==> config.mk <==
export PLATFORM = sky130hd
export DESIGN_NAME = spi_master
export DESIGN_NICKNAME = d
export VERILOG_FILES = /design/src/rtl/spi_pkg.sv /design/src/rtl/spi_clk_div.sv /design/src/rtl/spi_master.sv
export SDC_FILE = /design/constraint.sdc
export NUM_CORES = 1
export LEC_CHECK = 0
export ABC_AREA = 1
export CORE_UTILIZATION = 40
export CTS_CLUSTER_DIAMETER = 60
export DETAILED_ROUTE_END_ITERATION = 8
export GPL_TIMING_DRIVEN = 0
export SLEW_MARGIN = 20
export SYNTH_ARGS = -nofsm -noshare
export SYNTH_HDL_FRONTEND = slang
export SYNTH_SLANG_ARGS = --single-unit
==> constraint.sdc <==
create_clock -name clk -period 1.99 [get_ports clk]
set_input_delay 0.199 -clock clk [delete_from_list [all_inputs] [get_ports clk]]
set_output_delay 0.199 -clock clk [all_outputs]
set_load 0.01 [all_outputs]
==> src/rtl/spi_pkg.sv <==
// Shared SPI frame constants and controller state encoding.
// Also used by the peripheral-side FSM, so keep the RW encoding stable.
package spi_pkg;

  localparam int ADDR_W    = 7;
  localparam int DATA_W    = 8;
  localparam int FRAME_LEN = ADDR_W + 1 + DATA_W;

  localparam logic RW_READ  = 1'b1;
  localparam logic RW_WRITE = 1'b0;

  typedef enum logic [2:0] {
    ST_IDLE  = 3'd0,
    ST_LEAD  = 3'd1,
    ST_HIGH  = 3'd2,
    ST_LOW   = 3'd3,
    ST_TRAIL = 3'd4,
    ST_GAP   = 3'd5
  } state_t;

endpackage

==> src/rtl/spi_clk_div.sv <==
// Half-period tick: one-cycle pulse every CLK_DIV clk cycles while enabled.
// Counter is held at zero whenever enable is low, so the first tick comes CLK_DIV cycles after enable.
module spi_clk_div #(
  parameter int CLK_DIV = 4
) (
  input  logic clk,
  input  logic reset,
  input  logic enable,
  output logic tick
);

  localparam int CW = (CLK_DIV > 1) ? $clog2(CLK_DIV) : 1;

  logic [CW-1:0] cnt;

  assign tick = enable && (cnt == CW'(CLK_DIV - 1));

  always_ff @(posedge clk or posedge reset) begin
    if (reset) begin
      cnt <= '0;
    end else if (!enable || tick) begin
      cnt <= '0;
    end else begin
      cnt <= cnt + CW'(1);
    end
  end

endmodule

==> src/rtl/spi_master.sv <==
// SPI mode-0 controller: one 16-bit frame (addr, rw, data) per accepted start; accept-to-done is 1 + 33*CLK_DIV cycles.
// start is only looked at while idle; requests during a frame or its CS-high gap are dropped, not queued.
module spi_master #(
  parameter int CLK_DIV = 4,
  parameter int ADDR_W  = 7,
  parameter int DATA_W  = 8
) (
  input  logic              clk,
  input  logic              reset,
  input  logic              start,
  input  logic              rw,
  input  logic [ADDR_W-1:0] addr,
  input  logic [DATA_W-1:0] wdata,
  output logic              busy,
  output logic              done,
  output logic [DATA_W-1:0] rdata,
  output logic              sclk,
  output logic              cs_n,
  output logic              mosi,
  input  logic              miso
);

  import spi_pkg::*;

  localparam int FL = ADDR_W + 1 + DATA_W;
  localparam int CW = $clog2(FL + 1);

  state_t            state;
  logic [FL-1:0]     tx_sr;
  logic [DATA_W-1:0] rx_sr;
  logic              rw_q;
  logic [CW-1:0]     bit_cnt;
  logic              tick;
  logic              div_en;

  assign div_en = (state != ST_IDLE);

  spi_clk_div #(.CLK_DIV(CLK_DIV)) u_clk_div (
    .clk    (clk),
    .reset  (reset),
    .enable (div_en),
    .tick   (tick)
  );

  always_ff @(posedge clk or posedge reset) begin
    if (reset) begin
      state   <= ST_IDLE;
      tx_sr   <= '0;
      rx_sr   <= '0;
      rw_q    <= 1'b0;
      bit_cnt <= '0;
      busy    <= 1'b0;
      done    <= 1'b0;
      rdata   <= '0;
      sclk    <= 1'b0;
      cs_n    <= 1'b1;
      mosi    <= 1'b0;
    end else begin
      done <= 1'b0;
      case (state)
        ST_IDLE: begin
          if (start) begin
            tx_sr   <= {addr, rw, (rw == RW_WRITE) ? wdata : {DATA_W{1'b0}}};
            rw_q    <= rw;
            rx_sr   <= '0;
            bit_cnt <= '0;
            busy    <= 1'b1;
            cs_n    <= 1'b0;
            mosi    <= addr[ADDR_W-1];
            state   <= ST_LEAD;
          end
        end
        ST_LEAD, ST_LOW: begin
          if (tick) begin
            sclk  <= 1'b1;
            state <= ST_HIGH;
            // miso is stable here: the peripheral moved it on the previous sclk fall
            if (rw_q == RW_READ && bit_cnt >= CW'(ADDR_W + 1)) begin
              rx_sr <= {rx_sr[DATA_W-2:0], miso};
            end
          end
        end
        ST_HIGH: begin
          if (tick) begin
            sclk    <= 1'b0;
            bit_cnt <= bit_cnt + CW'(1);
            if (bit_cnt == CW'(FL - 1)) begin
              state <= ST_TRAIL;
            end else begin
              tx_sr <= {tx_sr[FL-2:0], 1'b0};
              mosi  <= tx_sr[FL-2];
              state <= ST_LOW;
            end
          end
        end
        ST_TRAIL: begin
          if (tick) begin
            cs_n  <= 1'b1;
            mosi  <= 1'b0;
            done  <= 1'b1;
            if (rw_q == RW_READ) begin
              rdata <= rx_sr;
            end
            state <= ST_GAP;
          end
        end
        ST_GAP: begin
          if (tick) begin
            busy  <= 1'b0;
            state <= ST_IDLE;
          end
        end
        default: state <= ST_IDLE;
      endcase
    end
  end

endmodule

* After elaboration in Yosys (flattened, before gate mapping)
Index checks and enable logic that the tools add are counted. W data, S select, Z words.
Storage, ports and cells: flip-flop bits (word level) 47, input bits 20, output and inout bits 13, word-level logic and storage cells 85
Operators by class: add/sub/neg operators 2, $lt $le $gt $ge 1, equal/unequal tests 14, multiplexer cells 33, reductions and logical operators 23
Operator list (count):
- $mux W15 | 3
- $mux W8 | 4
- $pmux W15 S2 | 1
- $mux W3 | 6
- $pmux W8 S2 | 1
- $pmux W3 S5 | 1
- $reduce_and A3 Y1 | 5
- $mux W5 | 2
- $pmux W5 S2 | 1
- $reduce_and A5 Y1 | 2
- $reduce_bool A2 Y1 | 5
- $mux W1 | 9
- $ne A2 B1 Y1 const B | 4
- $reduce_and A4 Y1 | 2
- $eq A3 B2 Y1 const B | 2
- $eq A3 B3 Y1 const B | 2
- $ne A2 B2 Y1 const B | 3
- $pmux W1 S2 | 3
- $reduce_bool A3 Y1 | 2
- $add A5 B1 Y5 const B | 1
- $eq A5 B4 Y1 const B | 1
- $ge A5 B4 Y1 const B | 1
- $eq A3 B1 Y1 const B | 1
- $logic_not A3 Y1 | 1
- other kinds (9) | 10

* Depth between registers and ports, before layout
depth in word-level cells 5, depth in mapped cells 11, gate-level depth less buffers 10

* Hierarchy
From an unflattened synthesis, not the netlist that was laid out.
Second synthesis, totals: cells, all modules 315, area total of the unflattened synthesis 2438.6 sq um
By module, submodules not included:
- spi_master | instances 1, cells an instance 304, area each 2346.0 sq um, sequential area each 1127.3 sq um
- spi_clk_div | instances 1, cells an instance 11, area each 92.6 sq um, sequential area each 50.0 sq um

* Least setup slack after synthesis
Ideal clock, no wire load.
path kind register to register, start point register bit_cnt[0], end point register tx_sr[0], setup time 0.117 ns, arrival time 1.488 ns, required time 1.873 ns, setup slack 0.385 ns, stages on the path, launching flop included 12, path buffers 1, clock period less this slack 1.605 ns, cells stage by stage dfrtp_1 > ha_1 > nand2_1 > nor2_1 > ha_1 > inv_1 > nand3_2 > nand2_4 > nand2_2 > buf_6 > nand2_1 > nand2_1
On the way: word-level cells in the longest chain between the ends 3
RTL lines:
- start, declared | RTL line spi_master.sv:32 | logic [CW-1:0] bit_cnt;
- start signal, assigned | RTL line spi_master.sv:86 | bit_cnt <= bit_cnt + CW'(1);
- $eq A5 B4 Y1 | RTL line spi_master.sv:87 | if (bit_cnt == CW'(FL - 1)) begin
- $ne A2 B2 Y1 (no line)
- $reduce_and A4 Y1 (no line)
- end signal, assigned | RTL line spi_master.sv:63 | tx_sr <= {addr, rw, (rw == RW_WRITE) ? wdata : {DATA_W{1'b0}}};
- end signal, assigned | RTL line spi_master.sv:90 | tx_sr <= {tx_sr[FL-2:0], 1'b0};
- end, declared | RTL line spi_master.sv:29 | logic [FL-1:0] tx_sr;
No other way between the ends. A chain may end at the register's enable or synchronous reset.

* Worst setup path after layout
start point register bit_cnt[0], end point register tx_sr[1]
Same word-level chain as after synthesis.

==> results.ini <==
[synthesis]
synthAdderAreaFrac_pct=2.096
synth_top_area_cell=dfrtp_1
yosysMostFrequentCell=nand2_1
synth_area_leaders=dfrtp_1 (48%), nand2_1 (20%), nand3_1 (7.3%)
syn-cell-area_mm2=0.002387
synth_area_per_cell_um2=8.038
async_flop_share_pct=100.0
yosys.area_share.simple_pct=34.85
synth_nets=321
ys_seq_area_share_pct=49.32
synthMuxAreaShare_pct=0
ys.warnings.count=0
ys.flop_type=dfrtp_1
synth_cell_types=28
synth.top_cell.area_share_pct=48.22
synth_common_cells=nand2_1 (125), dfrtp_1 (46), nand3_1 (35), inv_1 (16), o21ai_0 (14)
synth_top_family_by_area=simple AND/OR/NAND/NOR gates
synth_seq_cells=47
synth_edf_count=0
synth_compound_area_share_pct=6.551
synth_cells=297
synth_xor_area_share_pct=0.3669

[clock_tree]
post_cts_buffers=0
htree_levels=2
clk_pin_slew_ps=90
ctsResizeCount=0
cts_hold_buf=0
cts_sinks=47
worstSkewPairLatency_ps=310
cts_tree=built
cts-root-buf=clkbuf_8
cts_buffers=5
cts_buffer_depth=2

[pwr]
netSwitchingFraction_pct=41.30
power_density_mw_per_mm2=1255
finalPower_mw=3.681
power_frac_comb_pct=42.7
p_leak_nw=1.506
ir_drop_v=0.0004296
clkPwrFrac_pct=19.5
power_frac_seq_pct=37.9
power_report.internal_total_mw=2.161
p_switching_mw=1.520

[global_routing]
grt_usage_pct=18.28
grt_max_degree=30
grt_pass1_vias=1957
grt_overflow_total=0
antenna_found_initial=0
grt_pass1_wl_mm=8.907

[timing]
setup_viol=0
min_period_over_period_pct=89.99
post-route-min-period_ps=1791
worst_pin_slew_ps=526.5
maxSlewViolCount=0
grt_setup_unrepaired=no
setup_slack_ps=199.3
fmax_mhz=558.4
skew_ps=7.601
finalHoldViolCount=0
relSlewSlack_pct=64.77

[placed_design]
dp_hpwl_mm=3.606
port_buffers=32
place_area_mm2=0.002818
gp_congestion=0.7812
place_ws_ps=191.5

[detailed_routing]
wl_per_cell_um=12.68
drt_iter0_markers=139
vias_per_cell=4.849
drc=0
dr.pass1.iters=4
detail-route-antenna-nets=0
dr_total_vias=1988
routed_wl_mm=5.198

[worst_hold_path]
min_path_type=in2async

[worst_setup_path]
cp.arrival_ps=2000
cp_max_fo=10
cp_data_required_time_ps=2200
cp.buffers_inverters=2
path_class=reg2reg
cp-start-kind=flop
endpoint_kind=flop
crit_chain=ha_1, nand2_1, nor2_1, ha_1, inv_1, nand3_2, nand2_4, nand2_4, buf_6, nand2_1, nand2_1
crit_slowest_cell=dfrtp_1
crit_family=simple AND/OR/NAND/NOR gates
crit_path_frequent_cell=nand2_1
critPathMaxStageDelay_ps=430
r2r-start=bit_cnt[0]
cp-startpoint=bit_cnt[0]

[die]
chipWidth_um=79.26
fp.coreArea_mm2=0.005642
dieArea_mm2=0.006281
rows=27
start_util_pct=42.32
ioPinCount=33
chipHeight_um=79.26

[finish]
utilization_pct=51.98
diodes=0
drive_gt1_share_pct=13.91
fin_nets=361
area_delta_synth_final_pct=22.85
final_cell_area_mm2=0.002933

[job]
cap_violations=0

[status]
status=finished, final reports clean

-- layer usage --
metal	vias to the layer above	part of all wire, %	GRT usage [%]
met4	0	1.3	5.818
met5	-	0	0
met1	936	49	23.83
met3	6	3.1	4.138
met2	28	46	30.00
li1	1018	-	-
-- cells in the final DEF, fill, tap and decap left out, drive strengths merged --
cell type | netlist | final
o22ai | 1 | 1
nand3b | 1 | 1
a21oi | 1 | 1
inv | 20 | 20
clkinvlp | 0 | 1
o21ai | 23 | 23
clkdlybuf4s50 | 0 | 32
buf | 9 | 10
nor2 | 13 | 13
nand2 | 134 | 134
bufinv | 0 | 1
clkinv | 1 | 1
dfstp | 1 | 1
xor2 | 1 | 1
and3 | 1 | 1
nor3 | 1 | 1
clkbuf | 1 | 7
or2 | 1 | 1
dfrtp | 46 | 46
ha | 4 | 4
nand3 | 38 | 38
-- path summary, 6_finish.rpt --
kind                                    end  slack (ps)  depth (start not counted)
min                                rdata[3]         190                          2
max reg2reg                        tx_sr[1]         200                         11
min reg2reg                u_clk_div.cnt[0]         440                          1
max in group asynchronous              cs_n        1240                          3
min in group clk                   rx_sr[0]         440                          3
max                                tx_sr[1]         200                         11
-- sequential cells by signal, indices dropped and copies added (netlist names) --
| register | count |
|---|---|
| u_clk_div.cnt | 2 |
| done | 1 |
| cs_n | 1 |
| rx_sr | 8 |
| rw_q | 1 |
| mosi | 1 |
| bit_cnt | 5 |
| sclk | 1 |
| state | 3 |
| rdata | 8 |
| tx_sr | 15 |
| busy | 1 |
-- layout make-up --
class / instances / area [um^2]
plain buffers: 10 / 83.83
clock inverters: 2 / 37.54
clock buffers: 6 / 72.57
repair buffers: 33 / 340.3
inverters: 21 / 78.83
well taps: 72 / 90.09
flip-flops and latches: 47 / 1177
multi-input cells: 219 / 1052
fillers: 539 / 2709
-- kinds of logic after synthesis --
logic type / Yosys count
XOR/XNOR: 1
buffers and inverters: 31
AND/OR/NAND/NOR: 189
flip-flops: 47
AO/OA/AOI/OAI: 25
adder cells (fa/ha/maj): 4
-- power groups by stage --
stage	Combinational (mW)	Clock (mW)	Sequential [mW]
2_1_floorplan	1.20	0	1.37
3_3_place_gp	1.56	0	1.40
3_5_place_dp	1.57	0	1.41
4_1_cts	1.58	0.729	1.39
5_1_grt	1.79	0.766	1.43
6_report	1.57	0.716	1.39
-- metrics by stage --
stage	hold slack, ps	cells	setup TNS (ps)
2_1_floorplan	356.0	297	0
3_3_place_gp	431.8	401	-15220
3_5_place_dp	427.6	402	0
4_1_cts	200.6	410	0
5_1_grt	248.6	410	0
6_report	189.3	410	0
No activity file was read; power rests on OpenSTA's default activity.
